<file path="config.mk">
export PLATFORM = sky130hd
export DESIGN_NAME = ch376_seq_flat
export DESIGN_NICKNAME = d
export VERILOG_FILES = /design/src/rtl/ch376_seq_if.sv /design/src/rtl/ch376_seq.sv /design/src/flat_wrapper.sv
export SDC_FILE = /design/constraint.sdc
export NUM_CORES = 1
export LEC_CHECK = 0
export CAP_MARGIN = 15
export CORE_UTILIZATION = 57
export CTS_BUF_LIST = sky130_fd_sc_hd__clkbuf_4 sky130_fd_sc_hd__clkbuf_8
export DETAILED_ROUTE_END_ITERATION = 10
export GPL_ROUTABILITY_DRIVEN = 0
export PLACE_DENSITY_LB_ADDON = 0.15
export SETUP_SLACK_MARGIN = 0.5
export SYNTH_ARGS = -nofsm -noshare
export SYNTH_HDL_FRONTEND = slang
export SYNTH_SLANG_ARGS = --single-unit
</file>
<file path="constraint.sdc">
create_clock -name clk -period 5.87 [get_ports clk]
set_clock_uncertainty 0.2 [all_clocks]
set_input_delay 0.8805 -clock clk [delete_from_list [all_inputs] [get_ports clk]]
set_output_delay 0.8805 -clock clk [all_outputs]
set_load 0.05 [all_outputs]
</file>
<file path="src/rtl/ch376_seq_if.sv">
// CPU port and byte-wide SPI master handshake of the CH376 sequencer.
interface ch376_seq_if;
    logic       rd;
    logic       wr;
    logic       a0;
    logic [7:0] din;
    logic [7:0] dout;
    logic       int_n;
    logic       sdcs;
    logic       spi_start;
    logic [7:0] spi_tx;
    logic       spi_done;
    logic [7:0] spi_rx;

    // Environment side: CPU plus SPI byte shifter.
    modport master (
        output rd, wr, a0, din, int_n, spi_done, spi_rx,
        input  dout, sdcs, spi_start, spi_tx
    );

    // Sequencer side.
    modport slave (
        input  rd, wr, a0, din, int_n, spi_done, spi_rx,
        output dout, sdcs, spi_start, spi_tx
    );
endinterface

</file>
<file path="src/rtl/ch376_seq.sv">
// CH376 SPI sequencer: frames CPU command/data accesses into chip-select
// bounded SPI byte transfers, with post-command wait and dummy-byte fetches.
module ch376_seq #(
    parameter int unsigned GAP_CYC      = 8,
    parameter int unsigned SETUP_CYC    = 2,
    parameter int unsigned CMD_WAIT_CYC = 80
) (
    input  logic        clk,
    input  logic        reset,
    ch376_seq_if.slave  bus
);
    localparam int unsigned MAX_AB  = (GAP_CYC > SETUP_CYC) ? GAP_CYC : SETUP_CYC;
    localparam int unsigned MAX_CYC = (MAX_AB > CMD_WAIT_CYC) ? MAX_AB : CMD_WAIT_CYC;
    localparam int unsigned CNT_W   = (MAX_CYC < 2) ? 1 : $clog2(MAX_CYC);

    // A zero-length parameter still occupies one cycle, hence the clamp at 0.
    localparam logic [CNT_W-1:0] GAP_LAST   = CNT_W'((GAP_CYC == 0) ? 0 : GAP_CYC - 1);
    localparam logic [CNT_W-1:0] SETUP_LAST = CNT_W'((SETUP_CYC == 0) ? 0 : SETUP_CYC - 1);
    localparam logic [CNT_W-1:0] CWAIT_LAST = CNT_W'((CMD_WAIT_CYC == 0) ? 0 : CMD_WAIT_CYC - 1);

    typedef enum logic [2:0] {
        S_IDLE, S_GAP, S_SETUP, S_XFER, S_CWAIT, S_OPEN
    } state_t;

    typedef enum logic [1:0] {
        K_CMD, K_DATA, K_FETCH
    } kind_t;

    state_t           state_q, state_d;
    logic [CNT_W-1:0] cnt_q, cnt_d;
    logic             rd_q, wr_q;
    logic             int_meta_q, int_sync_q;
    logic             hold_full_q, hold_full_d;
    kind_t            hold_kind_q, hold_kind_d;
    logic [7:0]       hold_byte_q, hold_byte_d;
    kind_t            xfer_kind_q, xfer_kind_d;
    logic             ovr_q, ovr_d;
    logic [7:0]       rx_q, rx_d;
    logic             sdcs_q, sdcs_d;
    logic             spi_start_q, spi_start_d;
    logic [7:0]       spi_tx_q, spi_tx_d;

    logic             rd_rise, wr_rise;
    logic             start_xfer, discard;
    logic             busy;
    logic [7:0]       status;

    assign rd_rise = bus.rd & ~rd_q;
    assign wr_rise = bus.wr & ~wr_q;

    assign busy   = hold_full_q | ~((state_q == S_IDLE) | (state_q == S_OPEN));
    assign status = {int_sync_q, 4'b0000, ovr_q, ~sdcs_q, busy};

    // CPU read mux; combinational so the value tracks rd/a0 directly.
    assign bus.dout = bus.rd ? (bus.a0 ? status : rx_q) : 8'h00;

    assign bus.sdcs      = sdcs_q;
    assign bus.spi_start = spi_start_q;
    assign bus.spi_tx    = spi_tx_q;

    // Next-state, holding register and flag updates.
    always_comb begin
        state_d     = state_q;
        cnt_d       = cnt_q;
        hold_full_d = hold_full_q;
        hold_kind_d = hold_kind_q;
        hold_byte_d = hold_byte_q;
        xfer_kind_d = xfer_kind_q;
        ovr_d       = ovr_q;
        rx_d        = rx_q;
        spi_start_d = 1'b0;
        spi_tx_d    = spi_tx_q;
        start_xfer  = 1'b0;
        discard     = 1'b0;

        case (state_q)
            S_IDLE: begin
                if (hold_full_q) begin
                    if (hold_kind_q == K_CMD) begin
                        state_d = S_GAP;
                        cnt_d   = '0;
                    end else begin
                        discard = 1'b1;
                    end
                end
            end
            S_GAP: begin
                if (cnt_q == GAP_LAST) begin
                    state_d = S_SETUP;
                    cnt_d   = '0;
                end else begin
                    cnt_d = cnt_q + CNT_W'(1);
                end
            end
            S_SETUP: begin
                if (cnt_q == SETUP_LAST) begin
                    state_d    = S_XFER;
                    start_xfer = 1'b1;
                end else begin
                    cnt_d = cnt_q + CNT_W'(1);
                end
            end
            S_XFER: begin
                if (bus.spi_done) begin
                    rx_d = bus.spi_rx;
                    if (xfer_kind_q == K_CMD) begin
                        state_d = S_CWAIT;
                        cnt_d   = '0;
                    end else begin
                        state_d = S_OPEN;
                    end
                end
            end
            S_CWAIT: begin
                if (cnt_q == CWAIT_LAST) begin
                    state_d = S_OPEN;
                end else begin
                    cnt_d = cnt_q + CNT_W'(1);
                end
            end
            S_OPEN: begin
                if (hold_full_q) begin
                    if (hold_kind_q == K_CMD) begin
                        state_d = S_GAP;
                        cnt_d   = '0;
                    end else begin
                        state_d    = S_XFER;
                        start_xfer = 1'b1;
                    end
                end
            end
            default: begin
                state_d = S_IDLE;
            end
        endcase

        // Frame is open from SETUP through OPEN; sdcs is registered from the next state.
        sdcs_d = (state_d == S_IDLE) || (state_d == S_GAP);

        if (start_xfer) begin
            spi_start_d = 1'b1;
            spi_tx_d    = hold_byte_q;
            xfer_kind_d = hold_kind_q;
            hold_full_d = 1'b0;
        end

        if (discard) begin
            hold_full_d = 1'b0;
            ovr_d       = 1'b1;
        end

        // Status read clears ovr; a same-cycle overflow below re-sets it.
        if (rd_rise && bus.a0) begin
            ovr_d = discard;
        end

        // CPU access into the 1-deep holding register; wr wins over rd.
        if (wr_rise) begin
            if (hold_full_q) begin
                ovr_d = 1'b1;
            end else begin
                hold_full_d = 1'b1;
                hold_kind_d = bus.a0 ? K_CMD : K_DATA;
                hold_byte_d = bus.din;
            end
        end else if (rd_rise && !bus.a0 && !sdcs_q) begin
            if (hold_full_q) begin
                ovr_d = 1'b1;
            end else begin
                hold_full_d = 1'b1;
                hold_kind_d = K_FETCH;
                hold_byte_d = 8'hFF;
            end
        end
    end

    // State, edge detectors, synchronizer and datapath registers.
    always_ff @(posedge clk or posedge reset) begin
        if (reset) begin
            state_q     <= S_IDLE;
            cnt_q       <= '0;
            rd_q        <= 1'b0;
            wr_q        <= 1'b0;
            int_meta_q  <= 1'b1;
            int_sync_q  <= 1'b1;
            hold_full_q <= 1'b0;
            hold_kind_q <= K_CMD;
            hold_byte_q <= 8'h00;
            xfer_kind_q <= K_CMD;
            ovr_q       <= 1'b0;
            rx_q        <= 8'h00;
            sdcs_q      <= 1'b1;
            spi_start_q <= 1'b0;
            spi_tx_q    <= 8'h00;
        end else begin
            state_q     <= state_d;
            cnt_q       <= cnt_d;
            rd_q        <= bus.rd;
            wr_q        <= bus.wr;
            int_meta_q  <= bus.int_n;
            int_sync_q  <= int_meta_q;
            hold_full_q <= hold_full_d;
            hold_kind_q <= hold_kind_d;
            hold_byte_q <= hold_byte_d;
            xfer_kind_q <= xfer_kind_d;
            ovr_q       <= ovr_d;
            rx_q        <= rx_d;
            sdcs_q      <= sdcs_d;
            spi_start_q <= spi_start_d;
            spi_tx_q    <= spi_tx_d;
        end
    end
endmodule
</file>
<file path="src/flat_wrapper.sv">
// flat-port wrapper written by rule: the top's interface ports become plain ports
module ch376_seq_flat 
#(
    parameter int unsigned GAP_CYC      = 8,
    parameter int unsigned SETUP_CYC    = 2,
    parameter int unsigned CMD_WAIT_CYC = 80
)
  (clk, reset, bus_rd, bus_wr, bus_a0, bus_din, bus_int_n, bus_spi_done, bus_spi_rx, bus_dout, bus_sdcs, bus_spi_start, bus_spi_tx);
  ch376_seq_if bus_i ();
  input  logic clk;
  input  logic reset;
  input wire logic [$bits(bus_i.rd)-1:0] bus_rd;
  input wire logic [$bits(bus_i.wr)-1:0] bus_wr;
  input wire logic [$bits(bus_i.a0)-1:0] bus_a0;
  input wire logic [$bits(bus_i.din)-1:0] bus_din;
  input wire logic [$bits(bus_i.int_n)-1:0] bus_int_n;
  input wire logic [$bits(bus_i.spi_done)-1:0] bus_spi_done;
  input wire logic [$bits(bus_i.spi_rx)-1:0] bus_spi_rx;
  output wire logic [$bits(bus_i.dout)-1:0] bus_dout;
  output wire logic [$bits(bus_i.sdcs)-1:0] bus_sdcs;
  output wire logic [$bits(bus_i.spi_start)-1:0] bus_spi_start;
  output wire logic [$bits(bus_i.spi_tx)-1:0] bus_spi_tx;
  assign bus_i.rd = bus_rd;
  assign bus_i.wr = bus_wr;
  assign bus_i.a0 = bus_a0;
  assign bus_i.din = bus_din;
  assign bus_i.int_n = bus_int_n;
  assign bus_i.spi_done = bus_spi_done;
  assign bus_i.spi_rx = bus_spi_rx;
  assign bus_dout = bus_i.dout;
  assign bus_sdcs = bus_i.sdcs;
  assign bus_spi_start = bus_i.spi_start;
  assign bus_spi_tx = bus_i.spi_tx;
  ch376_seq #(.GAP_CYC(GAP_CYC), .SETUP_CYC(SETUP_CYC), .CMD_WAIT_CYC(CMD_WAIT_CYC)) u_core (.clk(clk), .reset(reset), .bus(bus_i));
endmodule
</file>
==> results of run 1 <==
flip-flops by register name, indices dropped and copies added (netlist names):
signal	flops
u_core.bus.spi_start	1
u_core.hold_kind_q	2
u_core.bus.sdcs	1
u_core.wr_q	1
u_core.int_sync_q	1
u_core.ovr_q	1
u_core.rd_q	1
u_core.cnt_q	7
u_core.hold_full_q	1
u_core.xfer_kind_q	2
u_core.rx_q	8
u_core.bus.spi_tx	8
u_core.int_meta_q	1
u_core.state_q	3
u_core.hold_byte_q	8
layout by cell type, fill, tap and decap left out, types with 4 or more instances in the layout:
cell type	Yosys	final
and2_1	5	5
clkdlybuf4s50_1	0	40
dfrtp_1	43	43
and3_2	5	5
nand2_1	15	15
o22a_1	8	8
clkbuf_4	0	5
a221o_1	4	4
nor2_1	12	12
nor2b_1	8	8
o21ai_0	4	4
nand3_1	5	5
mux2_1	9	9
mux2_2	10	10
power by group:
part | internal, mW | switching, mW | total, mW
logic | 0.216 | 0.272 | 0.487
registers | 0.421 | 0.0903 | 0.512
clock network | 0.0468 | 0.106 | 0.152
per-stage QoR:
stage | hold slack, ns | cells
final | 0.168 | 268
after global routing | 0.172 | 268
after CTS | 0.170 | 268
after detailed placement | 0.151 | 260
after global placement | 0.146 | 260
after floorplan | 0.145 | 180
metal layers:
layer	vias to the layer above	wire, um	global-route usage [%]
li1	728	-	-
met1	771	1860	32.7
met5	-	0	0
met2	49	2070	39.4
met4	0	49	6.98
met3	5	192	5.84
layout make-up:
| class | count | area, sq um | area share [%] |
|---|---|---|---|
| Clock buffer | 5 | 37.5 | 1.45 |
| Inverter | 4 | 15.0 | 0.582 |
| Timing Repair Buffer | 41 | 408 | 15.8 |
| Clock inverter | 3 | 21.3 | 0.824 |
| Multi-Input combinational cell | 123 | 887 | 34.4 |
| Tap cell | 46 | 57.6 | 2.23 |
| Sequential cell | 46 | 1150 | 44.7 |
kinds of logic (layout without fill, tap and decap cells):
group           count (synthesis)  after routing  synth area share, %
simple gates                   61             61                 15.6
flops                          46             46                 55.2
fa+ha+maj                       2              2                 1.20
mux                            22             22                 11.7
compound gates                 38             38                 13.9
buf+inv                        11             53                 2.33
worst paths after layout:
| kind | start | endpoint | slack (ns) | depth (start not counted) |
|---|---|---|---|---|
| max | bus_a0 | bus_dout[6] | 1.96 | 4 |
| min | u_core.int_meta_q$_DFF_PP1_ | u_core.int_sync_q$_DFF_PP1_ | 0.17 | 0 |
| max reg2reg | u_core.cnt_q[1]$_DFFE_PP0P_ | u_core.xfer_kind_q[1]$_DFFE_PP0P_ | 3.23 | 6 |
| min reg2reg | u_core.int_meta_q$_DFF_PP1_ | u_core.int_sync_q$_DFF_PP1_ | 0.17 | 0 |
| max in group asynchronous | reset | u_core.int_meta_q$_DFF_PP1_ | 4.34 | 3 |
| min in group asynchronous | reset | u_core.hold_byte_q[6]$_DFFE_PP0P_ | 0.74 | 3 |
critical path, delay by kind of cell:
kind / cells / cell delay (ns)
buffers and inverters: 2 / 1.39
and+or+nand+nor: 2 / 0.55
synth_stat cells:
master     count  share of area [%]
inv_1          4               0.72
buf_1          1               0.18
nor4b_1        1               0.42
a22oi_2        1               0.60
dfstp_2        3                3.8
or4_4          1               0.54
a21boi_1       1               0.36
mux2_2        10                5.4
mux2i_1        3                1.4
or3_1          2               0.60
o22ai_1        2               0.60
a21oi_1        2               0.48
nor2b_1        8                2.4
o21a_1         3                1.1
buf_4          1               0.36
ha_1           2                1.2
mux2_1         9                4.8
o21ai_0        4               0.96
or2_2          1               0.30
o22a_1         8                3.4
nand3_1        5                1.2
or3b_1         1               0.42
o211a_1        1               0.48
o31a_2         1               0.48
buf_2          3               0.72
nand2b_1       2               0.60
nor2_1        12                2.2
o21ai_2        1               0.42
nand2_1       15                2.7
o21ai_1        3               0.72
a32oi_1        1               0.42
a221o_1        4                1.9
and3_2         5                1.8
nor3_1         2               0.48
dfrtp_1       43                 51
o311ai_0       1               0.42
clkbuf_1       2               0.36
a31oi_1        3               0.90
and2_1         5                1.5
and3_4         1               0.54
a22oi_1        1               0.36
o2bb2ai_1      1               0.42
==> impl_results.md, run 1 <==
- Floorplan die area: 3910 sq um
- CTS Sinks: 46
- Number of design rule violations left after detail routing: 0
- Sequential area share after synthesis: 55.2%
- Leakage dissipation: 1.16 nW
- Slew at the pin with the worst max-slew slack: 1.03 ns
- Setup repair after global routing missed its margin: false
- Standard-cell rows: 21
- Core area: 3420 sq um
- Total Negative Setup Slacks: 0 ns
- Post-cts hold buffer count: 0
- Standard cell area after detailed placement: 2520 sq um
- Crit path time final: 3.91 ns
- CTS buffer count: 5
- Pre-CTS WS: 1.97 ns
- Number of synthesized register bits: 46
- All-Layer GR Usage: 24.3%
- Series of cell instances along the critical path: clkdlybuf4s50_1, nor2b_1, and2_1, clkdlybuf4s50_1
- Vias in the first global route: 1601
- Number of failing hold endpoints at the final stage: 0
- Max-cap check violation count: 0
- Global-route wire length before repair: 7.39 mm
- Antenna cells: 0
- Final core utilization: 75.6%
- Chip height: 62.6 um
- Kind of end point of the critical path: output port
- Final Max Tran Viols: 0
- I/O Buffers: 40
- Detailed Place HPWL: 2.98 mm
- Sum of overflow across all layers after global routing: 0
- Critical-path cell with the highest stage delay: clkdlybuf4s50_1
- Type of the most critical hold path: flip-flop to flip-flop
- Required arrival time at the worst endpoint: 4.79 ns
- Clock input transition at the sequential cells of the worst setup and hold paths: 0.13 ns
- Delay of the slowest cell on the worst path: 0.82 ns
- Net count after synthesis: 205
- Buffers inserted during post-CTS setup optimization: 0
- Slew margin rel.: 30.7%
- Synthesis Warnings: 0
- Layout cell share with drive strength beyond 1: 14.9%
- Critical Path Most Common Cell: clkdlybuf4s50_1
- Type of the setup path with the least slack: input port to output port
- Fin crit share: 66.6%
- Filler Cell Count: 235
- Remaining antenna violation count: 0
- Detailed router's first-iteration violation count: 132
- DRT Pass-1 Iters: 4
- Buffer levels on the longest clock path: 2
- Final Worst Setup Slack: 1.96 ns
- Resized Gates After CTS: 0
- Effective utilization at floorplan: 61.2%
- H-tree depth reported by CTS: 2
- Power density over cell area: 446 nW/um^2
- TritonCTS clock tree: yes
- Largest fanout on the critical path: 9
- Root Driver: clkbuf_4
- Fmax achieved: 0.256 GHz
- Post-Syn Area per Cell: 11.6 sq um
- Data arrival time at the worst-slack endpoint: 2.83 ns
- Largest net degree at the start of global routing: 47
- Per-cell via count in the routed design: 5.79
- Chip Width: 62.6 um
- Total standard cell area after synthesis: 2090 sq um
- Initial antenna violation count: 0
- Number of vias in the routed layout: 1553
- Area overhead of the layout relative to synthesis: 23.5%
- Post-route cell area: 2580 sq um
- Final Total Pwr: 1.15 mW
- Nets: 246
- Routed Wire Length: 4.18 mm
- Peak ir drop on the vdd network: 0.349 mV
- DR WL/cell: 15.6 um
- Unique masters post-synth: 42
- Clock latency of the later-clocked register in the worst-skew pair: 0.36 ns
- Number of failing setup endpoints in the final timing report: 0
- Number of top-level pins: 41
- Cells after Synth: 180
- Result of the run: finished clean
- Nature of the critical path startpoint: input port
Note: power is estimated with default switching activity, not from simulation.
==> inputs of run 2 (changes only) <==
--- a/config.mk
+++ b/config.mk
@@ -6,7 +6,7 @@
 export NUM_CORES = 1
 export LEC_CHECK = 0
 export CAP_MARGIN = 15
-export CORE_UTILIZATION = 57
+export CORE_UTILIZATION = 53
 export CTS_BUF_LIST = sky130_fd_sc_hd__clkbuf_4 sky130_fd_sc_hd__clkbuf_8
 export DETAILED_ROUTE_END_ITERATION = 10
 export GPL_ROUTABILITY_DRIVEN = 0
==> constraint.sdc (replaced) <==
create_clock -name clk -period 4 [get_ports clk]
set_clock_uncertainty 0.2 [all_clocks]
set_input_delay 0.6 -clock clk [delete_from_list [all_inputs] [get_ports clk]]
set_output_delay 0.6 -clock clk [all_outputs]
set_load 0.05 [all_outputs]
==> run 2 against run 1 <==
Final cell count is 1.1% higher. Routed wire length is 3.8% lower. Setup slack got worse by 1.3 ns. Flip-flop and latch count unchanged. Non-clock buffer count grew 1. Global-route usage down 3.1 points. Clock power up 84%. Highest routed layer unchanged.
==> impl_results.md, run 2 (synthesis gave the netlist of run 1 again) <==
- Detailed router's first-iteration violation count: 121 (-8.3%)
- Leakage dissipation: 1.17 nW (+1.3%)
- Area taken by flip-flops and latches: 1150 sq um (unchanged)
- Critical-path cell with the highest stage delay: clkdlybuf4s50_1
- Sequential fraction of design power: 42.9% (-1.5 points)
- Final Max Tran Viols: 0 (unchanged)
- Slew margin rel.: 53.7% (+23 points)
- Cell-internal power: 1.07 mW (+56%)
- Antenna cells: 0 (unchanged)
- CP Launch Point: bus_a0
- Type of the setup path with the least slack: input port to output port
- Switching share of total power: 38.9% (-1.7 points)
- Type of the most critical hold path: flip-flop to flip-flop
- Resized Gates After CTS: 0 (unchanged)
- Standard-cell rows: 22 (+4.8%)
- Kind of end point of the critical path: output port
- Fmax achieved: 0.302 GHz
- Nets: 247 (+0.41%)
- Root Driver: clkbuf_8
- Floorplan die area: 4200 sq um (+7.3%)
- Series of cell instances along the critical path: clkdlybuf4s50_1, nor2b_1, and2_1, clkdlybuf4s50_1
- Remaining antenna violation count: 0 (unchanged)
- Number of top-level pins: 41 (unchanged)
- Chip height: 64.8 um (+3.6%)
- H-tree depth reported by CTS: 2 (unchanged)
- Fin crit share: 82.8%
- Capturing element of the worst setup path: bus_dout[5]
- Final Total Pwr: 1.75 mW (+52%)
- Power share of the combinational group: 41.1% (-1.2 points)
- Clock input transition at the sequential cells of the worst setup and hold paths: 0.08 ns (-0.05 ns)
- Crit path time final: 3.31 ns
- Terminus of the critical flop-to-flop path: u_core.cnt_q[6]$_DFFE_PP0P_
- Setup repair after global routing missed its margin: false
- Max-cap check violation count: 0 (unchanged)
- Required arrival time at the worst endpoint: 3.20 ns (-1.59 ns)
- Reg-to-reg setup timing slack: 1.78 ns (-1.45 ns)
- I/O Buffers: 40 (unchanged)
- DR WL/cell: 14.8 um (-4.9%)
- Number of failing hold endpoints at the final stage: 0 (unchanged)
- Source of the worst register-to-register timing path: u_core.cnt_q[0]$_DFFE_PP0P_
- Most frequent cells in the layout: dfrtp_1 (43), clkdlybuf4s50_1 (40), nand2_1 (15)
- Core area: 3720 sq um (+8.8%)
- Total Negative Setup Slacks: 0 ns (unchanged)
- Chip Width: 64.8 um (+3.6%)
- CTS Sinks: 46 (unchanged)
- Post-route cell area: 2620 sq um (+1.6%)
- Initial antenna violation count: 0 (unchanged)
- Area used by multi-input combinational logic: 887 sq um (unchanged)
- Switching Power: 679 uW (+45%)
- Sum of overflow across all layers after global routing: 0 (unchanged)
- Filler Cell Count: 290 (+23%)
- Clock latency of the later-clocked register in the worst-skew pair: 0.30 ns (-0.06 ns)
- Largest net degree at the start of global routing: 29 (-38%)
- Per-cell via count in the routed design: 5.66 (-2.3%)
- Largest fanout on the critical path: 9 (unchanged)
- DRT Pass-1 Iters: 4 (unchanged)
- Number of failing setup endpoints in the final timing report: 0 (unchanged)
- Data arrival time at the worst-slack endpoint: 2.51 ns (-0.32 ns)
- Routed Wire Length: 4.02 mm (-3.8%)
- Global-route wire length before repair: 6.60 mm (-11%)
- Buffer levels on the longest clock path: 2 (unchanged)
- Power share of the clock group: 16.0% (+2.8 points)
- Area overhead of the layout relative to synthesis: 25.5%
- Delay of the slowest cell on the worst path: 0.81 ns (about the same)
- Most common cell after layout, fill and taps aside: dfrtp_1
- CTS buffer count: 5 (unchanged)
- Standard cell area after detailed placement: 2530 sq um (+0.40%)
- Worst Hold Margin: 0.158 ns (-0.00954 ns)
- Layout cell share with drive strength beyond 1: 15.2% (+0.38 points)
- Vias in the first global route: 1449 (-9.5%)
- Number of vias in the routed layout: 1535 (-1.2%)
- Slew at the pin with the worst max-slew slack: 0.691 ns (-0.342 ns)
- TritonCTS clock tree: yes
- Detailed Place HPWL: 2.95 mm (-1.0%)
- All-Layer GR Usage: 21.3% (-3.1 points)
- Power density over cell area: 666 nW/um^2 (+49%)
- Effective utilization at floorplan: 56.3% (-4.9 points)
- Peak ir drop on the vdd network: 0.429 mV (+23%)
- Buffers inserted during post-CTS setup optimization: 0 (unchanged)
- R2R cell count: 6 (unchanged)
- Nature of the critical path startpoint: input port
- Pre-CTS WS: 0.697 ns (-1.27 ns)
- Final Worst Setup Slack: 0.688 ns (-1.27 ns)
- Number of design rule violations left after detail routing: 0 (unchanged)
- Post-cts hold buffer count: 0 (unchanged)
- Critical Path Most Common Cell: clkdlybuf4s50_1
- Result of the run: finished clean
-- run 2: cell types whose count changed in the layout (fill, tap and decap cells not counted), sizes merged --
cell      change
buf           +1
clkbuf        +1
clkinv        -2
clkinvlp      +1
-- run 2: layout make-up --
cell class,count,area share (%)
Tap cell,48,2.29
Clock inverter,2,0.572
Inverter,4,0.572
Multi-Input combinational cell,123,33.8
Timing Repair Buffer,42,15.8
Sequential cell,46,44.0
Clock buffer,6,2.91
-- run 2: metrics by stage --
step / instances / utilization (%)
5_1_grt: 271 / 70.6
3_3_place_gp: 263 / 68.1
2_1_floorplan: 180 / -
6_report: 271 / 70.6
4_1_cts: 271 / 70.6
3_5_place_dp: 263 / 68.1
-- run 2: layer usage --
layer,wire length [um],global-route usage (%),up-vias
met5,0,0,-
met4,24,7.22,0
met3,191,7.04,2
met2,2000,33.7,36
met1,1810,27.2,762
li1,-,-,735
-- run 2: worst min path at each step --
stage	end	cells after the start	slack (ns)	from
2_1_floorplan	u_core.int_sync_q$_DFF_PP1_	0	0.15	u_core.int_meta_q$_DFF_PP1_
3_3_place_gp	u_core.int_sync_q$_DFF_PP1_	0	0.15	u_core.int_meta_q$_DFF_PP1_
3_5_place_dp	u_core.int_sync_q$_DFF_PP1_	0	0.15	u_core.int_meta_q$_DFF_PP1_
4_1_cts	u_core.int_sync_q$_DFF_PP1_	0	0.16	u_core.int_meta_q$_DFF_PP1_
5_1_grt	u_core.int_sync_q$_DFF_PP1_	0	0.17	u_core.int_meta_q$_DFF_PP1_
6_report	u_core.int_sync_q$_DFF_PP1_	0	0.16	u_core.int_meta_q$_DFF_PP1_
-- run 2: critical path, delay by kind of cell --
kind | cells | cell delay, ns
buffers and inverters | 2 | 1.38
AND/OR/NAND/NOR | 2 | 0.52
-- run 2: power by group through the flow --
stage / clock network (mW) / registers [mW] / logic [mW]
finish: 0.280 / 0.750 / 0.717
global route: 0.314 / 0.779 / 0.776
floorplan: 0 / 0.786 / 0.483
CTS: 0.289 / 0.749 / 0.723
detailed placement: 0 / 0.757 / 0.721
global placement: 0 / 0.746 / 0.692
==> inputs of run 3 (changes only) <==
==> constraint.sdc (replaced) <==
create_clock -name clk -period 3.1 [get_ports clk]
set_clock_uncertainty 0.2 [all_clocks]
set_input_delay 0.465 -clock clk [delete_from_list [all_inputs] [get_ports clk]]
set_output_delay 0.465 -clock clk [all_outputs]
set_load 0.05 [all_outputs]
==> run 3 against run 2 <==
Flip-flop and latch count did not move. Final area rose by 0.81%. Clock power rose by 56%. Sequential power rose by 30%. Sequential share of layout area fell by 0.35 points. Count of clock-buffer cells in the layout did not move. Critical endpoint is now bus_dout[4]. Largest cell class unchanged. Largest power group unchanged.
==> impl_results.md, run 3 (synthesis gave the netlist of run 1 again) <==
- Layout cell share with drive strength beyond 1: 20.0% (+4.8 points)
- DRT Pass-1 Iters: 4 (unchanged)
- Sum of overflow across all layers after global routing: 0 (unchanged)
- Switching share of total power: 37.7% (-1.2 points)
- Sequential fraction of design power: 41.8% (-1.1 points)
- Buffer levels on the longest clock path: 2 (unchanged)
- Crit path time final: 2.44 ns
- Largest net degree at the start of global routing: 18 (-38%)
- Clock input transition at the sequential cells of the worst setup and hold paths: 0.08 ns (about the same)
- Per-cell via count in the routed design: 5.63 (-0.60%)
- Number of design rule violations left after detail routing: 0 (unchanged)
- Peak ir drop on the vdd network: 0.482 mV (+12%)
- Final Total Pwr: 2.34 mW (+34%)
- Switching Power: 882 uW (+30%)
- Number of top-level pins: 41 (unchanged)
- Standard cell area after detailed placement: 2530 sq um (-0.20%)
- Nets: 249 (+0.81%)
- Clock latency of the later-clocked register in the worst-skew pair: 0.29 ns (about the same)
- Number of failing setup endpoints in the final timing report: 0 (unchanged)
- TritonCTS clock tree: yes
- Fmax achieved: 0.411 GHz
- Cell-internal power: 1.46 mW (+37%)
- Kind of end point of the critical path: output port
- Nature of the critical path startpoint: input port
- Leakage dissipation: 1.21 nW (+3.4%)
- Area overhead of the layout relative to synthesis: 26.5%
- Number of cells in the finished layout apart from fillers: 273 (+0.74%)
- I/O Buffers: 40 (unchanged)
- Post-route cell area: 2650 sq um (+0.81%)
- Worst Hold Margin: 0.158 ns (-0.000276 ns)
- Result of the run: finished clean
- Slew at the pin with the worst max-slew slack: 0.556 ns (-0.135 ns)
- Power density over cell area: 885 nW/um^2 (+33%)
- Effective utilization at floorplan: 56.3% (unchanged)
- Final core utilization: 71.2% (+0.57 points)
- Global-route wire length before repair: 6.98 mm (+5.6%)
- Vias in the first global route: 1543 (+6.5%)
- Post-cts hold buffer count: 0 (unchanged)
- HP Start: u_core.int_meta_q$_DFF_PP1_
- Standard-cell rows: 22 (unchanged)
- Data arrival time at the worst-slack endpoint: 1.77 ns (-0.74 ns)
- R2R cell count: 5 (-1)
- Root Driver: clkbuf_8
- Largest fanout on the critical path: 9 (unchanged)
- Chip height: 64.8 um (unchanged)
- H-tree depth reported by CTS: 2 (unchanged)
- Slew margin rel.: 62.7% (+8.9 points)
- Final Worst Setup Slack: 0.664 ns (-0.0240 ns)
- Type of the most critical hold path: flip-flop to flip-flop
- Most common cell after layout, fill and taps aside: dfrtp_1
- Fin crit share: 78.6%
- CTS buffer count: 5 (unchanged)
- Count of cells along the worst hold path: 0 (unchanged)
- Detailed Place HPWL: 3.05 mm (+3.3%)
- Core area: 3720 sq um (unchanged)
- Final Max Tran Viols: 0 (unchanged)
- Power share of the combinational group: 39.5% (-1.6 points)
- Destination of the worst hold path: u_core.int_sync_q$_DFF_PP1_
- Type of the setup path with the least slack: input port to output port
- Routed Wire Length: 4.13 mm (+2.7%)
- Number of vias in the routed layout: 1537 (+0.13%)
- CTS Sinks: 46 (unchanged)
- All-Layer GR Usage: 22.4% (+1.1 points)
- Required arrival time at the worst endpoint: 2.43 ns (-0.77 ns)
- Setup repair after global routing missed its margin: false
- Detailed router's first-iteration violation count: 116 (-4.1%)
- Pre-CTS WS: 0.535 ns (-0.162 ns)
- Initial antenna violation count: 0 (unchanged)
- Most frequent cells in the layout: dfrtp_1 (43), clkdlybuf4s50_1 (32), nand2_1 (15)
- Power share of the clock group: 18.7% (+2.7 points)
- Terminus of the critical flop-to-flop path: u_core.bus.spi_tx[0]$_DFFE_PP0P_
- Number of failing hold endpoints at the final stage: 0 (unchanged)
- Remaining antenna violation count: 0 (unchanged)
- Reg-to-reg setup timing slack: 0.80 ns (-0.98 ns)
- Antenna cells: 0 (unchanged)
- Chip Width: 64.8 um (unchanged)
- Max-cap check violation count: 0 (unchanged)
- Source of the worst register-to-register timing path: u_core.state_q[2]$_DFF_PP0_
- Floorplan die area: 4200 sq um (unchanged)
- Total instance count after detailed placement: 265 (+0.76%)
- DR WL/cell: 15.1 um (+2.0%)
- Total Negative Setup Slacks: 0 ns (unchanged)
[run 3: repair_timing]
| item | CTS | global route |
|---|---|---|
| hold endpoints to repair | 0 | 0 |
| setup buffers | 0 | 0 |
| resized for setup | 0 | 1 |
| setup endpoints to repair | 0 | 5 |
[run 3: metal layers]
metal  GRT usage [%]  vias up  routed length (um)
met5               0        -                   0
met4            9.17        0                  61
met3            5.46        9                 152
met2            35.3       44                1980
met1            29.6      746                1930
li1                -      738                   -
[run 3: worst max-delay path, stage by stage]
cell,delay [ns]
clkdlybuf4s50_1,0.57
nor2b_1,0.35
and2_1,0.18
buf_4,0.19
[run 3: cell type report]
type | instances | area [sq um]
clock buffer | 6 | 76.3
clock inverter | 2 | 37.5
fill | 283 | 1070
inverter | 4 | 15.0
multi-input combinational | 123 | 891
sequential | 46 | 1150
tap | 48 | 60.1
timing repair buffer | 44 | 410
[run 3: worst max path at each step]
stage / from / end / slack [ns] / cells past startpoint
2_1_floorplan: bus_a0 / bus_dout[0] / 0.82 / 3
3_3_place_gp: bus_spi_done / u_core.cnt_q[3]$_DFFE_PP0P_ / 0.60 / 6
3_5_place_dp: bus_spi_done / u_core.cnt_q[4]$_DFFE_PP0P_ / 0.54 / 6
4_1_cts: u_core.state_q[2]$_DFF_PP0_ / u_core.bus.spi_tx[0]$_DFFE_PP0P_ / 0.61 / 5
5_1_grt: bus_a0 / bus_dout[4] / 0.55 / 4
6_report: bus_a0 / bus_dout[4] / 0.66 / 4
[run 3: power by group through the flow]
| stage | Clock, mW | Sequential [mW] | Combinational, mW |
|---|---|---|---|
| 2_1_floorplan | 0 | 1.01 | 0.623 |
| 3_3_place_gp | 0 | 0.964 | 0.893 |
| 3_5_place_dp | 0 | 0.982 | 0.925 |
| 4_1_cts | 0.454 | 0.973 | 0.930 |
| 5_1_grt | 0.471 | 1.01 | 1.02 |
| 6_report | 0.437 | 0.978 | 0.924 |
